--- config.mk ---
export PLATFORM = sky130hd
export DESIGN_NAME = wb_master_arbiter_flat
export DESIGN_NICKNAME = d
export VERILOG_FILES = /design/src/rtl/wb_master_arbiter_if.sv /design/src/rtl/wb_master_arbiter.sv /design/src/flat_wrapper.sv
export SDC_FILE = /design/constraint.sdc
export NUM_CORES = 1
export LEC_CHECK = 0
export BUFFER_PORTS_ARGS = -buffer_cell sky130_fd_sc_hd__buf_2
export CAP_MARGIN = 40
export CORE_AREA = 8 8 121 123
export CTS_BUF_LIST = sky130_fd_sc_hd__clkbuf_4 sky130_fd_sc_hd__clkbuf_8 sky130_fd_sc_hd__clkbuf_16
export DETAILED_ROUTE_END_ITERATION = 12
export DIE_AREA = 0 0 129 131
export PLACE_DENSITY = 0.43
export SLEW_MARGIN = 10
export SYNTH_ARGS = -nofsm -noshare
export SYNTH_HDL_FRONTEND = slang
export SYNTH_SLANG_ARGS = --single-unit
--- constraint.sdc ---
create_clock -name clk -period 1.5 [get_ports clk]
set_input_delay 0.075 -clock clk [delete_from_list [all_inputs] [get_ports clk]]
set_output_delay 0.075 -clock clk [all_outputs]
set_load 0.01 [all_outputs]
--- src/rtl/wb_master_arbiter_if.sv ---
// Wishbone B4 bus bundle shared by the arbiter's master-facing and slave-facing ports.
// The master modport is the initiator side; the slave modport is the target side.
interface wb_master_arbiter_if #(
    parameter int AW = 30,
    parameter int DW = 32
);
    logic [AW-1:0]   adr;
    logic [DW-1:0]   dat_w;
    logic [DW-1:0]   dat_r;
    logic [DW/8-1:0] sel;
    logic            cyc;
    logic            stb;
    logic            we;
    logic [2:0]      cti;
    logic [1:0]      bte;
    logic            ack;
    logic            err;

    modport master (
        output adr, dat_w, sel, cyc, stb, we, cti, bte,
        input  dat_r, ack, err
    );

    modport slave (
        input  adr, dat_w, sel, cyc, stb, we, cti, bte,
        output dat_r, ack, err
    );
endinterface

--- src/rtl/wb_master_arbiter.sv ---
// Two-master round-robin Wishbone arbiter; a grant lasts for the owner's whole CYC.
// Define WB_ARB_WATCHDOG_EN to add the slave-stall watchdog (forced error after TIMEOUT).
module wb_master_arbiter #(
    parameter int TIMEOUT = 255,
    parameter int AW      = 30,
    parameter int DW      = 32
) (
    input  logic                 clk,
    input  logic                 reset,
    wb_master_arbiter_if.slave   m0,
    wb_master_arbiter_if.slave   m1,
    wb_master_arbiter_if.master  s,
    output logic [1:0]           grant
);
    typedef enum logic [1:0] {IDLE, OWN0, OWN1} state_t;

    state_t state;
    logic   last;
    logic   stb_mux;
    logic   wd_fire;

    if (TIMEOUT < 1 || TIMEOUT > 65535 || AW < 1 || DW < 8 || (DW % 8) != 0) begin : g_bad_param
        $error("wb_master_arbiter: illegal parameter value");
    end

    // last=1 after reset so master 0 wins the first tie
    always_ff @(posedge clk) begin
        if (reset) begin
            state <= IDLE;
            grant <= 2'b00;
            last  <= 1'b1;
        end else begin
            case (state)
                IDLE: begin
                    if (m0.cyc && (!m1.cyc || last)) begin
                        state <= OWN0;
                        grant <= 2'b01;
                    end else if (m1.cyc) begin
                        state <= OWN1;
                        grant <= 2'b10;
                    end
                end
                OWN0: begin
                    if (!m0.cyc) begin
                        state <= IDLE;
                        grant <= 2'b00;
                        last  <= 1'b0;
                    end
                end
                OWN1: begin
                    if (!m1.cyc) begin
                        state <= IDLE;
                        grant <= 2'b00;
                        last  <= 1'b1;
                    end
                end
                default: begin
                    state <= IDLE;
                    grant <= 2'b00;
                end
            endcase
        end
    end

    always_comb begin
        s.adr   = '0;
        s.dat_w = '0;
        s.sel   = '0;
        s.cyc   = 1'b0;
        s.we    = 1'b0;
        s.cti   = '0;
        s.bte   = '0;
        stb_mux = 1'b0;
        if (grant[0]) begin
            s.adr   = m0.adr;
            s.dat_w = m0.dat_w;
            s.sel   = m0.sel;
            s.cyc   = m0.cyc;
            s.we    = m0.we;
            s.cti   = m0.cti;
            s.bte   = m0.bte;
            stb_mux = m0.stb;
        end else if (grant[1]) begin
            s.adr   = m1.adr;
            s.dat_w = m1.dat_w;
            s.sel   = m1.sel;
            s.cyc   = m1.cyc;
            s.we    = m1.we;
            s.cti   = m1.cti;
            s.bte   = m1.bte;
            stb_mux = m1.stb;
        end
    end

    // A watchdog-terminated beat withdraws stb so the slave cannot also complete it
    assign s.stb    = stb_mux & ~wd_fire;
    assign m0.dat_r = s.dat_r;
    assign m1.dat_r = s.dat_r;
    assign m0.ack   = grant[0] & s.ack & ~wd_fire;
    assign m1.ack   = grant[1] & s.ack & ~wd_fire;
    assign m0.err   = grant[0] & (s.err | wd_fire);
    assign m1.err   = grant[1] & (s.err | wd_fire);

`ifdef WB_ARB_WATCHDOG_EN
    localparam int            WW       = $clog2(TIMEOUT + 1);
    localparam logic [WW-1:0] WD_LIMIT = WW'(TIMEOUT);

    logic [WW-1:0] wd;

    assign wd_fire = (wd == WD_LIMIT);

    // s.cyc falls whenever ownership changes, so it also covers the state-change clear
    always_ff @(posedge clk) begin
        if (reset) begin
            wd <= '0;
        end else if (!s.cyc || !stb_mux || s.ack || s.err || wd_fire) begin
            wd <= '0;
        end else begin
            wd <= wd + 1'b1;
        end
    end
`else
    assign wd_fire = 1'b0;
`endif

endmodule

--- src/flat_wrapper.sv ---
// flat-port wrapper written by rule: the top's interface ports become plain ports
module wb_master_arbiter_flat 
#(
    parameter int TIMEOUT = 255,
    parameter int AW      = 30,
    parameter int DW      = 32
)
  (clk, reset, grant, m0_adr, m0_dat_w, m0_sel, m0_cyc, m0_stb, m0_we, m0_cti, m0_bte, m0_dat_r, m0_ack, m0_err, m1_adr, m1_dat_w, m1_sel, m1_cyc, m1_stb, m1_we, m1_cti, m1_bte, m1_dat_r, m1_ack, m1_err, s_adr, s_dat_w, s_sel, s_cyc, s_stb, s_we, s_cti, s_bte, s_dat_r, s_ack, s_err);
  wb_master_arbiter_if #(.AW(AW), .DW(DW)) m0_i ();
  wb_master_arbiter_if #(.AW(AW), .DW(DW)) m1_i ();
  wb_master_arbiter_if #(.AW(AW), .DW(DW)) s_i ();
  input  logic clk;
  input  logic reset;
  output logic [1:0] grant;
  input wire logic [$bits(m0_i.adr)-1:0] m0_adr;
  input wire logic [$bits(m0_i.dat_w)-1:0] m0_dat_w;
  input wire logic [$bits(m0_i.sel)-1:0] m0_sel;
  input wire logic [$bits(m0_i.cyc)-1:0] m0_cyc;
  input wire logic [$bits(m0_i.stb)-1:0] m0_stb;
  input wire logic [$bits(m0_i.we)-1:0] m0_we;
  input wire logic [$bits(m0_i.cti)-1:0] m0_cti;
  input wire logic [$bits(m0_i.bte)-1:0] m0_bte;
  output wire logic [$bits(m0_i.dat_r)-1:0] m0_dat_r;
  output wire logic [$bits(m0_i.ack)-1:0] m0_ack;
  output wire logic [$bits(m0_i.err)-1:0] m0_err;
  input wire logic [$bits(m1_i.adr)-1:0] m1_adr;
  input wire logic [$bits(m1_i.dat_w)-1:0] m1_dat_w;
  input wire logic [$bits(m1_i.sel)-1:0] m1_sel;
  input wire logic [$bits(m1_i.cyc)-1:0] m1_cyc;
  input wire logic [$bits(m1_i.stb)-1:0] m1_stb;
  input wire logic [$bits(m1_i.we)-1:0] m1_we;
  input wire logic [$bits(m1_i.cti)-1:0] m1_cti;
  input wire logic [$bits(m1_i.bte)-1:0] m1_bte;
  output wire logic [$bits(m1_i.dat_r)-1:0] m1_dat_r;
  output wire logic [$bits(m1_i.ack)-1:0] m1_ack;
  output wire logic [$bits(m1_i.err)-1:0] m1_err;
  output wire logic [$bits(s_i.adr)-1:0] s_adr;
  output wire logic [$bits(s_i.dat_w)-1:0] s_dat_w;
  output wire logic [$bits(s_i.sel)-1:0] s_sel;
  output wire logic [$bits(s_i.cyc)-1:0] s_cyc;
  output wire logic [$bits(s_i.stb)-1:0] s_stb;
  output wire logic [$bits(s_i.we)-1:0] s_we;
  output wire logic [$bits(s_i.cti)-1:0] s_cti;
  output wire logic [$bits(s_i.bte)-1:0] s_bte;
  input wire logic [$bits(s_i.dat_r)-1:0] s_dat_r;
  input wire logic [$bits(s_i.ack)-1:0] s_ack;
  input wire logic [$bits(s_i.err)-1:0] s_err;
  assign m0_i.adr = m0_adr;
  assign m0_i.dat_w = m0_dat_w;
  assign m0_i.sel = m0_sel;
  assign m0_i.cyc = m0_cyc;
  assign m0_i.stb = m0_stb;
  assign m0_i.we = m0_we;
  assign m0_i.cti = m0_cti;
  assign m0_i.bte = m0_bte;
  assign m0_dat_r = m0_i.dat_r;
  assign m0_ack = m0_i.ack;
  assign m0_err = m0_i.err;
  assign m1_i.adr = m1_adr;
  assign m1_i.dat_w = m1_dat_w;
  assign m1_i.sel = m1_sel;
  assign m1_i.cyc = m1_cyc;
  assign m1_i.stb = m1_stb;
  assign m1_i.we = m1_we;
  assign m1_i.cti = m1_cti;
  assign m1_i.bte = m1_bte;
  assign m1_dat_r = m1_i.dat_r;
  assign m1_ack = m1_i.ack;
  assign m1_err = m1_i.err;
  assign s_adr = s_i.adr;
  assign s_dat_w = s_i.dat_w;
  assign s_sel = s_i.sel;
  assign s_cyc = s_i.cyc;
  assign s_stb = s_i.stb;
  assign s_we = s_i.we;
  assign s_cti = s_i.cti;
  assign s_bte = s_i.bte;
  assign s_i.dat_r = s_dat_r;
  assign s_i.ack = s_ack;
  assign s_i.err = s_err;
  wb_master_arbiter #(.TIMEOUT(TIMEOUT), .AW(AW), .DW(DW)) u_core (.clk(clk), .reset(reset), .m0(m0_i), .m1(m1_i), .s(s_i), .grant(grant));
endmodule
==> load_flow_metrics.sql <==
INSERT INTO impl_metrics (metric_group, metric, value, unit) VALUES
('die', 'die-width', '129', 'um'),
('synthesis', 'synth.top_cells.by_area', 'sky130_fd_sc_hd__a22o_1 45%, sky130_fd_sc_hd__buf_4 34%, sky130_fd_sc_hd__buf_8 6.3%', ''),
('critical_path', 'required', '1.42', 'ns'),
('worst_hold_path', 'worst_min_delay_path_category', 'input port to register', ''),
('sta', 'worst_clock_skew', '0.000971', 'ns'),
('critical_path', 'crit_path_start_kind', 'register', ''),
('critical_path', 'cp_max_fo', '22', ''),
('drt', 'totalWireLength', '8640', 'um'),
('clock_network', 'cts.sinks', '3', ''),
('synthesis', 'syn_area', '0.00144', 'mm^2'),
('pwr', 'totalPowerFinal', '1.20', 'mW'),
('die', 'initial_utilization', '11.2', '%'),
('grt', 'grt_start_max_net_pins', '60', ''),
('drt', 'detail_route.vias_per_cell', '3.91', ''),
('clock_network', 'hold_bufs_at_cts', '0', ''),
('placed_design', 'dpl.hpwl', '6940', 'um'),
('drt', 'remaining_drc_errors', '0', ''),
('pwr', 'ir_drop', '0.295', 'mV'),
('synthesis', 'synth_fp_nets', '355', ''),
('final_layout', 'fillCellCount', '1440', ''),
('final_layout', 'finalNonFillerCells', '511', ''),
('clock_network', 'clock_tree_from_tritoncts', 'built', ''),
('sta', 'finalHoldViolCount', '0', ''),
('die', 'chip_height', '131', 'um'),
('critical_path', 'critical_path.max_stage_delay', '0.36', 'ns'),
('final_layout', 'antenna-diode-count', '0', ''),
('clock_network', 'cts_max_level', '1', ''),
('die', 'floorplan.die_area', '0.0169', 'mm^2'),
('synthesis', 'synth_top_area_share', '45.0', '%'),
('sta', 'max_freq', '692', 'MHz'),
('run_status', 'run_status', 'finished clean', ''),
('sta', 'slew-limit-headroom', '82.9', '%'),
('clock_network', 'root_buffer', 'sky130_fd_sc_hd__clkbuf_16', ''),
('synthesis', 'postSynthCellCount', '171', ''),
('critical_path', 'criticalPathCategory', 'register to primary output', ''),
('drt', 'detailroute.via_count', '1998', ''),
('clock_network', 'clock_latency', '0.22', 'ns'),
('die', 'io-pin-count', '328', ''),
('placed_design', 'port_buffers', '231', ''),
('synthesis', 'yosysWarningCount', '0', ''),
('final_layout', 'layout-area-overhead-vs-synth', '68.6', '%'),
('critical_path', 'crit_chain', 'nor2b_4 > buf_4 > buf_8 > a22o_1 > buf_2', ''),
('pwr', 'power_per_cell_area', '495', 'mW/mm^2'),
('placed_design', 'dpl.cell_count', '501', ''),
('sta', 'worst_slew_pin_slew', '0.256', 'ns'),
('sta', 'finalCriticalPeriod', '1.45', 'ns'),
('critical_path', 'worstSetupEndpointType', 'primary output', ''),
('sta', 'setup-violations-final', '0', ''),
('sta', 'timing.final.crit_share', '96.4', '%'),
('pwr', 'cellLeakagePower', '1.43', 'nW'),
('sta', 'tns', '0', 'ns'),
('die', 'core.rowCount', '42', ''),
('clock_network', 'tritoncts.num_buffers', '3', ''),
('drt', 'detail_route.wl_per_cell', '16.9', 'um'),
('clock_network', 'clk_transition_reported_paths', '0.03', 'ns'),
('flow_run', 'max_cap_violations', '0', ''),
('drt', 'first_iter_violations', '73', ''),
('placed_design', 'dpl_cell_area', '0.00224', 'mm^2'),
('synthesis', 'yosys.area.top_type', 'sky130_fd_sc_hd__a22o_1', ''),
('sta', 'timing.hold.ws', '0.0518', 'ns'),
('final_layout', 'design.final.nets', '520', ''),
('placed_design', 'finalWeightedCongestion', '0.775', ''),
('grt', 'vias_in_the_first_global_route', '2137', ''),
('grt', 'antenna_found_initial', '0', ''),
('grt', 'groute.usage.overall', '8.51', '%'),
('clock_network', 'ctsLongestPathBuffers', '2', ''),
('critical_path', 'critPathArrivalTime', '1.37', 'ns'),
('drt', 'dr.pass1.iters', '4', ''),
('sta', 'max_slew_vio_count', '0', ''),
('grt', 'grt_remaining_overflow', '0', ''),
('synthesis', 'syn-mean-instance-area', '8.41', 'um^2'),
('final_layout', 'post-route-cell-area', '0.00243', 'mm^2'),
('drt', 'detail-route-antenna-nets', '0', ''),
('final_layout', 'fraction_of_final_layout_cells_sized_beyond_drive_strength_1', '74.0', '%'),
('synthesis', 'ys_ff_latch', '3', ''),
('critical_path', 'critical_path.slowest_cell', 'sky130_fd_sc_hd__dfxtp_2', ''),
('grt', 'grt_pass1_wl', '11300', 'um'),
('synthesis', 'synth_cell_type_count', '16', ''),
('die', 'coreArea', '0.0129', 'mm^2'),
('synthesis', 'synth_seq_area_share', '4.17', '%');
[logic make-up after synthesis]
kind of cell    Yosys count  share of synthesized area (%)
compound gates           75                           45.4
buf+inv                  81                           43.7
flops                     3                           4.17
simple gates             12                           6.70
[state kept, by name, summed over array words and instances (netlist names)]
register      count
u_core.grant      2
u_core.last       1
[metrics by stage]
| step | setup slack [ns] | utilization, % |
|---|---|---|
| global route | -0.00997 | 18.8 |
| CTS | 0.00900 | 18.5 |
| detailed placement | 0.148 | 17.4 |
| floorplan | 0.367 | - |
| global placement | 0.195 | 17.4 |
| finish | 0.0546 | 18.8 |
[metal layers]
layer / global-route usage, % / vias to the layer above / wire length, um
met4: 3.94 / 0 / 327
met5: 0 / - / 0
met3: 1.99 / 36 / 914
met1: 8.37 / 897 / 3010
li1: - / 919 / -
met2: 16.5 / 146 / 4390
[layout by cell type, fill, tap and decap left out]
cell,count
sky130_fd_sc_hd__buf_2,231
sky130_fd_sc_hd__a22o_1,74
sky130_fd_sc_hd__clkbuf_16,5
sky130_fd_sc_hd__and2_1,4
sky130_fd_sc_hd__buf_4,4
sky130_fd_sc_hd__buf_12,3
sky130_fd_sc_hd__nor4b_1,2
sky130_fd_sc_hd__dfxtp_2,2
sky130_fd_sc_hd__nor2b_4,1
sky130_fd_sc_hd__o21ai_0,1
sky130_fd_sc_hd__or3b_1,1
sky130_fd_sc_hd__nand2b_1,1
sky130_fd_sc_hd__nand4b_1,1
sky130_fd_sc_hd__and3b_1,1
sky130_fd_sc_hd__nor3b_1,1
sky130_fd_sc_hd__clkbuf_4,1
sky130_fd_sc_hd__buf_8,1
sky130_fd_sc_hd__dfxtp_1,1
[where the power goes]
part,switching [mW],total [mW],internal (mW),leakage (nW)
Combinational,0.308,0.669,0.361,1.37
Clock,0.0715,0.440,0.369,0.0416
Sequential,0.00596,0.0912,0.0853,0.0254
Total,0.385,1.20,0.815,1.43
[final timing paths]
kind,from,endpoint,slack (ns),depth (start not counted)
worst max-delay path,u_core.grant[1]$_SDFFE_PP0P_,s_adr[0],0.05,5
worst min-delay path,reset,u_core.grant[1]$_SDFFE_PP0P_,0.05,2
worst max register to register,u_core.grant[0]$_SDFFE_PP0P_,u_core.last$_SDFFE_PP1P_,0.41,3
worst min register to register,u_core.grant[1]$_SDFFE_PP0P_,u_core.grant[0]$_SDFFE_PP0P_,0.47,1
[what timing repair did]
| item | 4_1_cts | 5_1_grt |
|---|---|---|
| hold endpoints to repair | 0 | 0 |
| setup endpoints to repair | 32 | 28 |
| setup buffers | 1 | 3 |
| gates cloned | 1 | 2 |
| resized for setup | 3 | 1 |
[Yosys cell counts]
cell type and instances:
sky130_fd_sc_hd__dfxtp_1 3, sky130_fd_sc_hd__o21ai_0 1, sky130_fd_sc_hd__nor4b_1 2, sky130_fd_sc_hd__buf_6 1
sky130_fd_sc_hd__and3b_1 1, sky130_fd_sc_hd__and2_1 4, sky130_fd_sc_hd__buf_4 66, sky130_fd_sc_hd__nand2b_1 1
sky130_fd_sc_hd__a22o_1 74, sky130_fd_sc_hd__buf_2 2, sky130_fd_sc_hd__clkbuf_1 6, sky130_fd_sc_hd__or3b_1 1
sky130_fd_sc_hd__nor2b_4 1, sky130_fd_sc_hd__nor3b_1 1, sky130_fd_sc_hd__nand4b_1 1, sky130_fd_sc_hd__buf_8 6
[layout make-up]
class,instances,area [um^2],area share [%]
sequential,3,62.6,2.58
clock buffer,4,82.6,3.40
tap,176,220,9.08
multi-input combinational,87,749,30.9
timing repair buffer,241,1310,54.0
[worst max-delay path, delay by kind of cell (launching register included)]
kind,cells,cell delay [ns]
buf+inv,3,0.46
compound gates,1,0.15
simple gates,1,0.18
flops,1,0.36
Power figures use the tool's default switching activity.
